==> config.mk <==
export PLATFORM = sky130hd
export DESIGN_NAME = split_6_enum
export DESIGN_NICKNAME = d
export VERILOG_FILES = /design/src/rtl/split_6_pkg.sv /design/src/rtl/split_6_eval.sv /design/src/rtl/split_6_enum.sv
export SDC_FILE = /design/constraint.sdc
export NUM_CORES = 1
export LEC_CHECK = 0
export CORE_AREA = 2 2 73 68
export CTS_BUF_LIST = sky130_fd_sc_hd__clkbuf_16
export DETAILED_ROUTE_END_ITERATION = 7
export DIE_AREA = 0 0 75 70
export HOLD_SLACK_MARGIN = 0.12
export PLACE_DENSITY = 0.77
export SLEW_MARGIN = 10
export SYNTH_ARGS = -nofsm -noshare
export SYNTH_HDL_FRONTEND = slang
export SYNTH_HIERARCHICAL = 1
export SYNTH_SLANG_ARGS = --single-unit
==> constraint.sdc <==
create_clock -name clk -period 6 [get_ports clk]
set_clock_uncertainty 0.2 [all_clocks]
set_input_delay 1.5 -clock clk [delete_from_list [all_inputs] [get_ports clk]]
set_output_delay 1.5 -clock clk [all_outputs]
set_load 0.05 [all_outputs]
==> src/rtl/split_6_pkg.sv <==
// rtl/split_6_pkg.sv - shared constants, state enum and satisfiability function for split_6
package split_6_pkg;

    localparam logic [15:0] K9_MUL  = 16'd11;
    localparam logic [15:0] K11_OR  = 16'h0014;
    localparam logic [15:0] K17_ADD = 16'd4;
    localparam logic [15:0] K17_MUL = 16'd7;

    typedef enum logic [1:0] {
        IDLE  = 2'd0,
        SCAN  = 2'd1,
        DRAIN = 2'd2
    } state_e;

    // Arithmetic runs at 16 bits and is masked down to cw bits (cw <= 16),
    // which equals truncation to cw because only low bits feed low bits.
    function automatic logic split_6_sat(input logic [15:0] c, input int cw);
        logic [15:0] mask;
        logic        k9;
        logic        k11;
        logic        k17;
        mask = 16'((32'd1 << cw) - 32'd1);
        k9   = |(~(c * K9_MUL) & mask);
        k11  = |((c | K11_OR) & mask);
        k17  = |(((c + K17_ADD) * K17_MUL) & mask);
        return k9 & k11 & k17;
    endfunction

endpackage

==> src/rtl/split_6_eval.sv <==
// rtl/split_6_eval.sv - combinational constraint check for one var_7 candidate
module split_6_eval
    import split_6_pkg::*;
#(
    parameter int VAR_W = 6
) (
    input  logic [VAR_W-1:0] c_i,
    output logic             sat_o
);

    localparam int CW = (VAR_W > 8) ? VAR_W : 8;

    assign sat_o = split_6_sat(16'(c_i), CW);

endmodule

==> src/rtl/split_6_enum.sv <==
// rtl/split_6_enum.sv - walks all var_7 candidates and streams satisfying values
module split_6_enum
    import split_6_pkg::*;
#(
    parameter int VAR_W = 6
) (
    input  logic             clk,
    input  logic             rst_n,
    input  logic             start,
    input  logic             abort,
    output logic             busy,
    output logic             done,
    output logic             out_valid,
    input  logic             out_ready,
    output logic [VAR_W-1:0] out_var_7,
    output logic [VAR_W:0]   sol_count,
    output logic [VAR_W:0]   rej_count
);

    state_e           state_q, state_d;
    logic [VAR_W-1:0] cand_q, cand_d;
    logic [VAR_W-1:0] var_q, var_d;
    logic             valid_q, valid_d;
    logic             done_q, done_d;
    logic [VAR_W:0]   sol_q, sol_d;
    logic [VAR_W:0]   rej_q, rej_d;
    logic             sat;
    logic             slot_free;
    logic             xfer;
    logic             advance;

    split_6_eval #(.VAR_W(VAR_W)) u_eval (
        .c_i   (cand_q),
        .sat_o (sat)
    );

    assign slot_free = !valid_q || out_ready;
    assign xfer      = valid_q && out_ready;

    always_comb begin
        state_d = state_q;
        cand_d  = cand_q;
        var_d   = var_q;
        valid_d = valid_q;
        done_d  = 1'b0;
        sol_d   = sol_q;
        rej_d   = rej_q;
        advance = 1'b0;
        if (abort) begin
            state_d = IDLE;
            valid_d = 1'b0;
        end else begin
            case (state_q)
                IDLE: begin
                    if (start) begin
                        cand_d  = '0;
                        sol_d   = '0;
                        rej_d   = '0;
                        state_d = SCAN;
                    end
                end
                SCAN: begin
                    if (xfer) valid_d = 1'b0;
                    if (!sat) begin
                        rej_d   = rej_q + 1'b1;
                        advance = 1'b1;
                    end else if (slot_free) begin
                        var_d   = cand_q;
                        valid_d = 1'b1;
                        sol_d   = sol_q + 1'b1;
                        advance = 1'b1;
                    end
                    // The last candidate leaves cand_q in place rather than wrapping.
                    if (advance) begin
                        if (cand_q == {VAR_W{1'b1}}) state_d = DRAIN;
                        else                         cand_d  = cand_q + 1'b1;
                    end
                end
                DRAIN: begin
                    if (slot_free) begin
                        valid_d = 1'b0;
                        done_d  = 1'b1;
                        state_d = IDLE;
                    end
                end
                default: state_d = IDLE;
            endcase
        end
    end

    always_ff @(posedge clk or negedge rst_n) begin
        if (!rst_n) begin
            state_q <= IDLE;
            cand_q  <= '0;
            var_q   <= '0;
            valid_q <= 1'b0;
            done_q  <= 1'b0;
            sol_q   <= '0;
            rej_q   <= '0;
        end else begin
            state_q <= state_d;
            cand_q  <= cand_d;
            var_q   <= var_d;
            valid_q <= valid_d;
            done_q  <= done_d;
            sol_q   <= sol_d;
            rej_q   <= rej_d;
        end
    end

    assign busy      = (state_q == SCAN) || (state_q == DRAIN);
    assign done      = done_q;
    assign out_valid = valid_q;
    assign out_var_7 = var_q;
    assign sol_count = sol_q;
    assign rej_count = rej_q;

endmodule

==> impl_metrics.toml <==
[clock_tree]
root_buffer = "clkbuf_16"
ctsResizeCount = 0
insertion_delay_ns = 0.27
clock_path_buffers = 2
cts.clk_slew.worst_paths_ns = 0.05
h-tree-depth = 2
cts_made_buffers = 5
cts_tree = "yes"
hold_buffers = 0
post_cts.repair.setup_buffers = 0
clkSinkCount = 30

[power_and_ir_drop]
swShare_pct = 41.3
p_int_w = 0.000537
finalPower_w = 0.000914
vdd_drop_max_mv = 0.227
seqPwrFrac_pct = 29.6
power_density_nw_per_um2 = 320
p_leak_nw = 1.31
switching_power_w = 0.000377
pwr-share-comb_pct = 45.2
power.share.clock_pct = 25.1

[synth]
ys_ff_latch = 30
synth_top_family_by_area = "adder cells"
synth-xor-area-share_pct = 4.03
syn_inst = 246
synth-seq-area-share_pct = 31.4
synth.most_common_cell = "dfrtp_1"
syn_area_per_cell_um2 = 9.71
synth_compound_area_share_pct = 15.9
synth-edff-count = 0
synth_cell_type_count = 47
syn-cell-area_um2 = 2390
synth_fa_ha_area_share_pct = 20.5
ys_top_cells_by_count = "30 x dfrtp_1, 28 x ha_1, 18 x nand2_1"
async_flop_share_pct = 100
yosysTopAreaCellShare_pct = 31.4
syn_nets = 286
ys_warn_count = 6
synth_mux_area_share_pct = 5.55
ys.flop_type = "dfrtp_1"
netlist_top_cells_area = "dfrtp_1 31%, ha_1 15%, fa_1 5.9%"
yosys.area_share.simple_pct = 18.2
synth_top_cell_by_area = "dfrtp_1"

[route]
ant_nets = 0
first_pass_iters = 5
via_per_inst = 5.72
wirelength_um = 4920
drc = 0
route.vias.total = 1950
drt-initial-drc-count = 153
wl_per_cell_um = 14.4

[setup_path]
critPathCaptureType = "register"
path_depth = 13
crit_chain = "ha_1, xnor2_1, fa_1, inv_1, ha_1, or4_4, a2111oi_4, a22oi_1, buf_4, and2_4, or4_1, or3_1, a21oi_1"
crit_arrival_ns = 4.95
worstSetupPathType = "register to register"
worst_setup_path_start_kind = "register"
cpLargestDelayFamily = "simple AND/OR/NAND/NOR gates"
slowest_stage = "or4_1"
critPathMaxStageDelay_ns = 0.65
critPathMostFrequentCell = "ha_1"
crit_buf_inv = 2
cp.required_ns = 5.99
reg2reg_depth = 13
path_max_fanout = 16

[die]
die_x_um = 75
die_area_um2 = 5250
ios = 28
core_um2 = 4590
die_h_um = 70
num_rows = 24
initial_core_util_pct = 52.0

[final_layout]
final_nets = 315
seq_area_um2 = 751
drive_gt1_share_pct = 8.70
final_util_pct = 62.2
multi_input_area_um2 = 1530
syn2layout_area_growth_pct = 19.7
fillCellCount = 398
final_area_um2 = 2860
diodes = 0

[sta]
rsz0062_at_grt = "no"
worst_pin_slew_ns = 0.879
period_minus_slack_ns = 4.96
max_clock_freq_mhz = 202
fin_crit_sh_pct = 82.7
setup_tns_ns = 0
setup_violations = 0
final_hold_viol_count = 0
drv_slew = 0
max-slew-margin-rel_pct = 41.4
setup_ws_ns = 1.04

[placed_design]
gp_congestion = 0.778
hpwl_um = 3500
dpl_cell_area_um2 = 2720
io_buffers = 27
dp_worst_setup_slack_ns = 1.07

[global_routing]
use_met2_pct = 29.2
grt.total_usage_pct = 20.4
grt_max_degree = 31
busiest_layer = "met1"
grt_pass1_wl_um = 8430
use_met1_pct = 30.7
grt_pass1_vias = 1827
antenna_found_initial = 0
met3_usage_pct = 5.19
overflow = 0

[outcome]
run_status = "finished clean"

[hold_path]
hp-class = "register to register"
holdPathStages = 1

[job]
cap_violations = 0
## state kept, by name, summed over array words and instances (netlist names)
name       flops
cand_q         6
done           1
out_valid      1
out_var_7      6
rej_count      7
sol_count      7
state_q        2
## worst register-to-register path, delay by kind of cell (launching register included)
family / cells / cell delay, ns
simple gates: 4 / 1.73
fa+ha+maj: 3 / 1.07
compound gates: 3 / 0.63
flops: 1 / 0.56
xor+xnor: 1 / 0.43
buf+inv: 2 / 0.27
## logic make-up after synthesis
group / after synthesis
muxes: 12
xor gates and xnor gates: 11
and+or+nand+nor: 78
adders and majority gates: 35
buffers and inverters: 25
AOI/OAI and AO/OA: 55
DFF: 30
## cell type report
type	instances	share of cell area, %
well taps	65	2.84
multi-input cells	191	53.6
flip-flops and latches	30	26.3
clock buffers	5	4.38
repair buffers	30	10.2
clock inverters	3	0.438
inverters	17	2.23
## power by group through the flow
stage / Combinational (W) / Sequential [W] / Clock [W]
after floorplan: 0.000257 / 0.000320 / 0
after global placement: 0.000402 / 0.000270 / 0
after detailed placement: 0.000411 / 0.000272 / 0
after CTS: 0.000414 / 0.000269 / 0.000233
after global routing: 0.000455 / 0.000274 / 0.000249
final: 0.000413 / 0.000271 / 0.000229
## stage by stage
step,hold slack [ns],std cells
after global routing,0.319,341
final,0.300,341
after detailed placement,0.296,333
after global placement,0.291,333
after floorplan,0.336,246
after CTS,0.307,341
## routing by layer
metal	wire [um]	up-vias	share of wire (%)
met3	205	4	4.2
met5	0	-	0
met2	2320	53	47
met1	2350	942	48
li1	-	951	-
met4	46	0	0.93
## path summary, 6_finish.rpt
path	from	endpoint	slack, ns
worst max-delay path	cand_q[3]	rej_count[6]	1.04
worst min-delay path	out_var_7[2]	out_var_7[2]	0.30
worst max register to register	cand_q[3]	rej_count[6]	1.04
worst min register to register	out_var_7[2]	out_var_7[2]	0.30
max in group asynchronous	rst_n	sol_count[5]	3.90
min in group asynchronous	rst_n	rej_count[1]	1.42
## placed cells by master (no fill, tap or decap), types with 3 or more instances in the layout
cell / count
a21o_1: 3
a21oi_1: 12
a22o_1: 9
and2_1: 3
and3_1: 3
buf_4: 3
clkbuf_16: 5
clkdlybuf4s50_1: 27
dfrtp_1: 30
fa_1: 7
ha_1: 28
inv_1: 18
mux2_2: 10
nand2_1: 18
nand2b_1: 6
nand3_1: 6
nand4_1: 8
nor2_1: 6
nor2b_1: 3
nor3_1: 7
o211ai_1: 3
o21ai_0: 15
or3_1: 7
xnor2_1: 10
Power figures use the tool's default switching activity.
